==> src/rtl/qlf_fifo_pkg.sv <==
// rtl/qlf_fifo_pkg.sv - shared constants for the qlf FIFO controllers
package qlf_fifo_pkg;

  // Status flag bit positions, packed as {FULL, FMO, FWM, OVERRUN, EMPTY, EPO, EWM, UNDERRUN}
  localparam int FLAG_UNDERRUN = 0;
  localparam int FLAG_EWM      = 1;
  localparam int FLAG_EPO      = 2;
  localparam int FLAG_EMPTY    = 3;
  localparam int FLAG_OVERRUN  = 4;
  localparam int FLAG_FWM      = 5;
  localparam int FLAG_FMO      = 6;
  localparam int FLAG_FULL     = 7;
  localparam int NUM_FLAGS     = 8;

  localparam int FWFT_OFF = 0;
  localparam int FWFT_ON  = 1;

  function automatic int ptr_width(input int addr_width);
    return addr_width + 1;
  endfunction

endpackage

==> src/rtl/fifo_flag_gen.sv <==
// rtl/fifo_flag_gen.sv - registered level-derived FIFO status flags
module fifo_flag_gen
  import qlf_fifo_pkg::*;
#(
  parameter  int ADDR_WIDTH = 10,
  localparam int PW         = ptr_width(ADDR_WIDTH)
)(
  input  logic                  CLK_i,
  input  logic                  RST_i,
  input  logic [PW-1:0]         LEVEL_NXT_i,
  input  logic [ADDR_WIDTH-1:0] UPAF_i,
  input  logic [ADDR_WIDTH-1:0] UPAE_i,
  output logic                  FULL_o,
  output logic                  FMO_o,
  output logic                  FWM_o,
  output logic                  EMPTY_o,
  output logic                  EPO_o,
  output logic                  EWM_o
);

  localparam logic [PW-1:0] DEPTH = {1'b1, {ADDR_WIDTH{1'b0}}};
  localparam logic [PW-1:0] ONE   = {{ADDR_WIDTH{1'b0}}, 1'b1};

  logic [PW-1:0] free_nxt;

  assign free_nxt = DEPTH - LEVEL_NXT_i;

  always_ff @(posedge CLK_i or posedge RST_i) begin
    if (RST_i) begin
      FULL_o  <= 1'b0;
      FMO_o   <= 1'b0;
      FWM_o   <= 1'b0;
      EMPTY_o <= 1'b1;
      EPO_o   <= 1'b0;
      EWM_o   <= 1'b1;
    end else begin
      FULL_o  <= (LEVEL_NXT_i == DEPTH);
      FMO_o   <= (LEVEL_NXT_i == DEPTH - ONE);
      FWM_o   <= (free_nxt <= {1'b0, UPAF_i});
      EMPTY_o <= (LEVEL_NXT_i == '0);
      EPO_o   <= (LEVEL_NXT_i == ONE);
      EWM_o   <= (LEVEL_NXT_i <= {1'b0, UPAE_i});
    end
  end

endmodule

==> src/rtl/sync_fifo_ctl_fwft.sv <==
// rtl/sync_fifo_ctl_fwft.sv - single-clock block-RAM FIFO controller with optional FWFT read
module sync_fifo_ctl_fwft
  import qlf_fifo_pkg::*;
#(
  parameter  int DATA_WIDTH = 36,
  parameter  int ADDR_WIDTH = 10,
  parameter  int FWFT       = FWFT_OFF,
  localparam int PW         = ptr_width(ADDR_WIDTH)
)(
  input  logic                  CLK_i,
  input  logic                  RST_i,
  input  logic                  FLUSH_i,
  input  logic                  WEN_i,
  input  logic [DATA_WIDTH-1:0] WDATA_i,
  input  logic                  REN_i,
  output logic [DATA_WIDTH-1:0] RDATA_o,
  output logic                  RVALID_o,
  input  logic [ADDR_WIDTH-1:0] UPAF_i,
  input  logic [ADDR_WIDTH-1:0] UPAE_i,
  output logic                  RAM_WEN_o,
  output logic [ADDR_WIDTH-1:0] RAM_WADDR_o,
  output logic [DATA_WIDTH-1:0] RAM_WDATA_o,
  output logic                  RAM_REN_o,
  output logic [ADDR_WIDTH-1:0] RAM_RADDR_o,
  input  logic [DATA_WIDTH-1:0] RAM_RDATA_i,
  output logic [PW-1:0]         LEVEL_o,
  output logic                  FULL_o,
  output logic                  FMO_o,
  output logic                  FWM_o,
  output logic                  OVERRUN_o,
  output logic                  EMPTY_o,
  output logic                  EPO_o,
  output logic                  EWM_o,
  output logic                  UNDERRUN_o
);

  localparam bit            IS_FWFT = (FWFT == FWFT_ON);
  localparam logic [PW-1:0] ONE     = {{ADDR_WIDTH{1'b0}}, 1'b1};

  logic [PW-1:0]        wptr_q, rptr_q, level_q, level_nxt;
  logic                 hv_q, rvalid_q, overrun_q, underrun_q;
  logic                 fg_full, fg_fmo, fg_fwm, fg_empty, fg_epo, fg_ewm;
  logic                 empty_now, wr_acc, pop, ram_rd, ovr_set, und_set;
  logic [NUM_FLAGS-1:0] flags;

  assign empty_now = IS_FWFT ? ~hv_q : fg_empty;
  assign wr_acc    = WEN_i & ~fg_full   & ~FLUSH_i;
  assign ovr_set   = WEN_i &  fg_full   & ~FLUSH_i;
  assign pop       = REN_i & ~empty_now & ~FLUSH_i;
  assign und_set   = REN_i &  empty_now & ~FLUSH_i;
  // FWFT refills the head whenever it is missing or being popped this cycle
  assign ram_rd    = IS_FWFT ? ((wptr_q != rptr_q) & (~hv_q | REN_i) & ~FLUSH_i) : pop;

  always_comb begin
    level_nxt = level_q;
    if (FLUSH_i)
      level_nxt = '0;
    else if (wr_acc & ~pop)
      level_nxt = level_q + ONE;
    else if (pop & ~wr_acc)
      level_nxt = level_q - ONE;
  end

  always_ff @(posedge CLK_i or posedge RST_i) begin
    if (RST_i) begin
      wptr_q     <= '0;
      rptr_q     <= '0;
      level_q    <= '0;
      hv_q       <= 1'b0;
      rvalid_q   <= 1'b0;
      overrun_q  <= 1'b0;
      underrun_q <= 1'b0;
    end else if (FLUSH_i) begin
      wptr_q     <= '0;
      rptr_q     <= '0;
      level_q    <= '0;
      hv_q       <= 1'b0;
      rvalid_q   <= 1'b0;
      overrun_q  <= 1'b0;
      underrun_q <= 1'b0;
    end else begin
      if (wr_acc)
        wptr_q <= wptr_q + ONE;
      if (ram_rd)
        rptr_q <= rptr_q + ONE;
      level_q    <= level_nxt;
      hv_q       <= ram_rd | (hv_q & ~REN_i);
      rvalid_q   <= ram_rd;
      overrun_q  <= overrun_q | ovr_set;
      underrun_q <= underrun_q | und_set;
    end
  end

  fifo_flag_gen #(
    .ADDR_WIDTH (ADDR_WIDTH)
  ) u_flag_gen (
    .CLK_i       (CLK_i),
    .RST_i       (RST_i),
    .LEVEL_NXT_i (level_nxt),
    .UPAF_i      (UPAF_i),
    .UPAE_i      (UPAE_i),
    .FULL_o      (fg_full),
    .FMO_o       (fg_fmo),
    .FWM_o       (fg_fwm),
    .EMPTY_o     (fg_empty),
    .EPO_o       (fg_epo),
    .EWM_o       (fg_ewm)
  );

  always_comb begin
    flags                = '0;
    flags[FLAG_FULL]     = fg_full;
    flags[FLAG_FMO]      = fg_fmo;
    flags[FLAG_FWM]      = fg_fwm;
    flags[FLAG_OVERRUN]  = overrun_q;
    flags[FLAG_EMPTY]    = empty_now;
    flags[FLAG_EPO]      = fg_epo;
    flags[FLAG_EWM]      = fg_ewm;
    flags[FLAG_UNDERRUN] = underrun_q;
  end

  assign FULL_o      = flags[FLAG_FULL];
  assign FMO_o       = flags[FLAG_FMO];
  assign FWM_o       = flags[FLAG_FWM];
  assign OVERRUN_o   = flags[FLAG_OVERRUN];
  assign EMPTY_o     = flags[FLAG_EMPTY];
  assign EPO_o       = flags[FLAG_EPO];
  assign EWM_o       = flags[FLAG_EWM];
  assign UNDERRUN_o  = flags[FLAG_UNDERRUN];

  assign LEVEL_o     = level_q;
  assign RDATA_o     = RAM_RDATA_i;
  assign RVALID_o    = IS_FWFT ? hv_q : rvalid_q;

  assign RAM_WEN_o   = wr_acc;
  assign RAM_WADDR_o = wptr_q[ADDR_WIDTH-1:0];
  assign RAM_WDATA_o = WDATA_i;
  assign RAM_REN_o   = ram_rd;
  assign RAM_RADDR_o = rptr_q[ADDR_WIDTH-1:0];

endmodule

==> config.mk <==
export PLATFORM = sky130hd
export DESIGN_NAME = sync_fifo_ctl_fwft
export DESIGN_NICKNAME = d
export VERILOG_FILES = /design/src/rtl/qlf_fifo_pkg.sv /design/src/rtl/fifo_flag_gen.sv /design/src/rtl/sync_fifo_ctl_fwft.sv
export SDC_FILE = /design/constraint.sdc
export NUM_CORES = 1
export LEC_CHECK = 0
export CORE_MARGIN = 2
export CORE_UTILIZATION = 34
export CTS_CLUSTER_DIAMETER = 200
export DETAILED_ROUTE_END_ITERATION = 8
export PLACE_DENSITY_LB_ADDON = 0.15
export SYNTH_ARGS = -nofsm -noshare
export SYNTH_HDL_FRONTEND = slang
export SYNTH_SLANG_ARGS = --single-unit
==> constraint.sdc <==
create_clock -name CLK_i -period 3.71 [get_ports CLK_i]
set_input_delay 1.113 -clock CLK_i [delete_from_list [all_inputs] [get_ports CLK_i]]
set_output_delay 1.113 -clock CLK_i [all_outputs]
set_load 0.03 [all_outputs]
* Word level (Yosys, flattened, before mapping)
Cells that the tools add are included.
Cells by class: $add $sub $neg 5, multipliers 0, divide/modulo/power cells 0, magnitude comparators 2, equal/unequal tests 3, shift operators 0, muxes and demuxes 11, bitwise gates (word level) 17, reductions and logical operators 3
Operator list (count):
- $mux W11 | 8
- $add A11 B1 Y11 const B | 3
- $le A11 B10 Y1 | 2
- $eq A11 B1 Y1 const B | 1
- $eq A11 B10 Y1 const B | 1
- $eq A11 B11 Y1 const B | 1
- $logic_not A11 Y1 | 1
- $sub A11 B1 Y11 const B | 1
- $sub A11 B11 Y11 const A | 1
- $and A1 B1 Y1 | 10
- $not A1 Y1 | 5
- $reduce_bool A2 Y1 | 2
- $mux W1 | 3
- $or A1 B1 Y1 | 2
Storage, ports and cells: register bits after elaboration 42, latch bits 0, bits in writable memories 0, memory bits (read-only) 0, output and inout port bits 114, memories 0

* Logic depth before layout (Yosys ltp)
word-level depth 10, mapped depth 16, gate-level depth less buffers 15

* By module
A second synthesis with hierarchy kept.
Second synthesis, totals: cell total of the unflattened synthesis 367, area total of the unflattened synthesis 3255.6 µm²
By module, submodules not included:
- sync_fifo_ctl_fwft | times used 1, cells each 257, area each 2339.7 µm²
- fifo_flag_gen | times used 1, cells each 110, area each 915.9 µm²

* Worst setup path after synthesis
No wires, ideal clock.
kind input -> register, start point input REN_i, end point register u_flag_gen.FWM_o, arrival time 4013 ps, required time 3629 ps, path slack -385 ps, stages on the path 14, buffers on the path 1, cells stage by stage nor2b_1 -> clkbuf_1 -> nand3_1 -> o32ai_1 -> xnor2_1 -> a31oi_1 -> or4_1 -> xor2_1 -> ha_1 -> nand4_1 -> a211oi_1 -> a2111oi_0 -> nor2_1 -> a31oi_2
Between the ends: longest elaborated chain between the ends 8
RTL lines:
- start: declaration | RTL line sync_fifo_ctl_fwft.sv:15 | input logic REN_i,
- $and A1 B1 Y1 * (2 in series) | RTL line sync_fifo_ctl_fwft.sv:49 | assign pop = REN_i & ~empty_now & ~FLUSH_i;
- $and A1 B1 Y1 / $not A1 Y1 (equally long branches) | RTL line sync_fifo_ctl_fwft.sv:60, sync_fifo_ctl_fwft.sv:58
- $mux W11 / $and A1 B1 Y1 (equally long branches) | RTL line sync_fifo_ctl_fwft.sv:60, sync_fifo_ctl_fwft.sv:58
- $mux W11 * | RTL line sync_fifo_ctl_fwft.sv:58 | else if (wr_acc & ~pop)
- $mux W11 * | RTL line sync_fifo_ctl_fwft.sv:56 | if (FLUSH_i)
- $sub A11 B11 Y11 * | RTL line fifo_flag_gen.sv:26 | assign free_nxt = DEPTH - LEVEL_NXT_i;
- $le A11 B10 Y1 * | RTL line fifo_flag_gen.sv:39 | FWM_o <= (free_nxt <= {1'b0, UPAF_i});
- end signal: assignment | RTL line fifo_flag_gen.sv:39
- end: declaration | RTL line fifo_flag_gen.sv:15 | output logic FWM_o,
Every way passes the cells marked *; elsewhere a longest branch is shown, timed or not. A chain may end at the register's enable or synchronous reset.

* Worst setup path in the final report
Same ends and word-level chain as after synthesis.

==> results.md <==
* Pins Over Slew Limit at 0
* Worst Hold Class: register to register
* Psw at ~0.86 mW
* CTS sink count at 40
* CTS Root Buffer Type: clkbuf_8
* Clk pwr share at 0.161
* Gr ovfl total at 0
* Worst-path cell chain: buf_6 > nor2b_4 > buf_6 > and3_4 > or3_4 > a22oi_2 > o21bai_4 > or4_4 > a21oi_2 > ha_1 > a21oi_1 > nor2_1 > a2111oi_2 > nor2_1 > a31oi_2
* # IOs at 211
* Mapped Nets at ~500
* Skew final at 6.68 ps
* CP startpoint kind: primary input
* Crit path max fanout at 6
* Post-synth top flop: dfrtp_1
* DRT Pass-1 Iters at 4
* Largest net degree at the start of global routing at 41
* Min Tclk post-route at about 3700 ps
* Endpoints failing setup at 1
* Status: finished with violations
* Combinational power share at 0.593
* Met1 usage at 0.183
* Finished Layout Cells at around 580
* Port bufs at 66
* Switching Share at 0.388
* Ranking of synthesized cells by area: dfrtp_1 (28%), buf_4 (17%), ha_1 (9.9%), xor2_1 (4.6%), nor2_1 (4.0%)
* Required @ worst endpoint at around 3900 ps
* Slowest CP cell: or4_4
* Slew headroom at 0.654
* Max Freq at around 0.27 GHz
* Seq pwr share at 0.246
* Worst-path clk slew at roughly 80 ps
* Number of buffers and inverters on the critical path at 2
* DP Cell Count at between 500 and 600
* Most common cell after layout, fill and taps aside: buf_4
* Via count at 2,784
* Leakage at ~2 nW
* Residual DRC at 0
* CTS Hold Buffers Added at 0
* Row count at 36
* Hold Fails Final Rpt at 0
* Flops & latches, synth at 40
* Max IR drop VDD at roughly 190 uV
* PD cells at 506 mW/mm2
* Ys async rst share at 1.00
* Most used routing layer: met2
* Post-synth top area cell: dfrtp_1
* Height of the chip at approximately 100 um
* DRT iter0 DRCs at 70
* Filler Cell Count at around 990
* CTS Buf Count at 5
* Syn. warnings at 0
* Post-Synthesis Cells at 390
* Fin area at ~0.0044 mm2
* H-tree depth at 2
* Die ar. at approximately 0.011 mm2
* Starting Density at 0.350
* Number of global-route vias before repair at between 2,000 and 3,000
* Pint at ~1.4 mW
* Ant diodes at 0
* Layout cells sized above 1 at 0.281
* Failing checks: setup timing
* First-pass GRT wire length at roughly 14 mm
* Wire length per cell at approximately 15 um
* Core area at 0.00973 mm2
* Critical path type: primary input to register
* CTS Buffer Depth at 2
* Initial antenna violation count at 0
* Seq/Total Area, Yosys at 0.295
* Met3 GRT Util at 0.0426
* Fin nets at 565
* Clock Latency Late Sink at 290 ps
* CTS tree: built
* Tcrit/Tclk final at 1.01
* Mapped cell area at between 0.003 and 0.004 mm2
* Synth cell types at 57
* Max incr delay on CP at between 400 and 500 ps
* Number of vias per cell at about 4.8
* Synth-to-Final Area Change at 29.6%
* Final setup margin at -33.9 ps
* Top Family by Delay on Critical Path: simple AND/OR/NAND/NOR gates
* Unrepaired setup endpoints after global routing: true
* Gr usage total at 0.161
* Gp weighted congestion at ~0.83
* Detailed placer's ending HPWL at between 6 and 7 mm
* Post-DP Area at just over 0.004 mm2
* Met2 global-route usage at 0.282
* Synthesized area per cell at 8.73 um2
* Crit. End Element: register
* Routed wire length at 8.65 mm
* Number of flops mapped to enable cells by yosys at 0
* Die Span X at about 100 um
* Max_cap viols at 0
* Synth top area share at 0.279
* Antenna violation net count after detailed routing at 0
* Crit path DAT at 3970 ps
* Worst slew pin tran at 519 ps
* Most frequent cells in the layout: buf_4 (62), clkdlybuf4s50_1 (61), dfrtp_1 (38), nor2_1 (34), inv_1 (26)
through the flow:
step            util  hold slack [ps]  power (mW)  setup TNS [ps]  worst slack [ps]
6_report       0.453              511        2.23           -33.9             -33.9
4_1_cts        0.440              521        2.15            -120              -120
2_1_floorplan      -              627        1.37            -266              -266
5_1_grt        0.453              567        2.38            -176              -176
3_5_place_dp   0.414              498        1.68           -2350              -996
3_3_place_gp   0.414              483        1.68           -2260              -904
cell usage after synthesis (all sizes together) (3+ instances only):
master / count
nor2: 36
and2: 3
ha: 27
nor3: 10
dfrtp: 38
a211oi: 5
a2111oi: 3
o21ai: 6
and3: 11
xor2: 18
buf: 79
clkbuf: 6
nand2: 17
a22oi: 3
nor2b: 5
or4: 4
inv: 26
o21a: 4
a21oi: 8
nand4: 12
nor4: 4
or3b: 3
or3: 4
xnor2: 11
nand3: 17
sequential cells by signal, summed over array words and instances (netlist names):
register and count:
RVALID_o 1, UNDERRUN_o 1, wptr_q 10, u_flag_gen.FULL_o 1, rptr_q 10, u_flag_gen.EMPTY_o 1, u_flag_gen.FMO_o 1, u_flag_gen.EWM_o 1
OVERRUN_o 1, u_flag_gen.FWM_o 1, LEVEL_o 11, u_flag_gen.EPO_o 1
cell families (layout without fill, tap and decap cells):
group / after synthesis / after routing / synth area share
AOI/OAI and AO/OA: 41 / 41 / 0.0853
xor gates and xnor gates: 29 / 29 / 0.0746
adders and majority gates: 27 / 27 / 0.0993
buffers and inverters: 111 / 163 / 0.210
DFF: 40 / 40 / 0.295
muxes: 3 / 3 / 0.00919
and+or+nand+nor: 139 / 139 / 0.226
per-layer routing:
metal  vias to the layer above  routed length, um
li1                       1363                  -
met1                      1308               3640
met2                        87               4370
met3                        26                462
met4                         0                178
met5                         -                  0
path summary, 6_finish.rpt:
kind                                 startpoint                          to  slack (ps)  depth (start not counted)
min                         OVERRUN_o$_DFF_PP0_         OVERRUN_o$_DFF_PP0_         510                          2
max                                       REN_i  u_flag_gen.FWM_o$_DFF_PP0_         -30                         15
max reg2reg                LEVEL_o[0]$_DFF_PP0_  u_flag_gen.FWM_o$_DFF_PP0_         250                         14
min reg2reg                 OVERRUN_o$_DFF_PP0_         OVERRUN_o$_DFF_PP0_         510                          2
max in group asynchronous                 RST_i       rptr_q[2]$_DFFE_PP0P_        2100                          3
min in group asynchronous                 RST_i  u_flag_gen.EPO_o$_DFF_PP0_        1250                          3
worst register-to-register path: stages (launching register included):
cell	delay, ps
dfrtp_1	550
inv_1	100
ha_1	250
and3_4	160
or3_4	370
a22oi_2	240
o21bai_4	100
or4_4	490
a21oi_2	160
ha_1	250
a21oi_1	130
nor2_1	60
a2111oi_2	300
nor2_1	90
a31oi_2	130
area by class of cell:
cell class	count	area (um2)	share of cell area
inverter	26	97.6	0.0221
tap	133	166	0.0377
multi-input combinational	239	1900	0.431
clock inverter	3	42.5	0.00964
clock buffer	5	68.8	0.0156
timing repair buffer	129	1130	0.256
sequential	40	1000	0.227
power by group through the flow:
stage | Combinational, mW | Clock (mW) | Sequential [mW]
after floorplan | 0.726 | 0 | 0.641
after global placement | 1.13 | 0 | 0.553
after detailed placement | 1.13 | 0 | 0.553
after CTS | 1.22 | 0.376 | 0.548
after global routing | 1.44 | 0.389 | 0.557
final | 1.32 | 0.359 | 0.550
timing repair:
| item | 4_1_cts | 5_1_grt |
|---|---|---|
| setup buffers | 5 | 3 |
| pin swaps | 18 | 18 |
| hold endpoints to repair | 0 | 0 |
| setup endpoints to repair | 2 | 2 |
| resized for setup | 39 | 26 |
(Power assumes the default switching activity.)
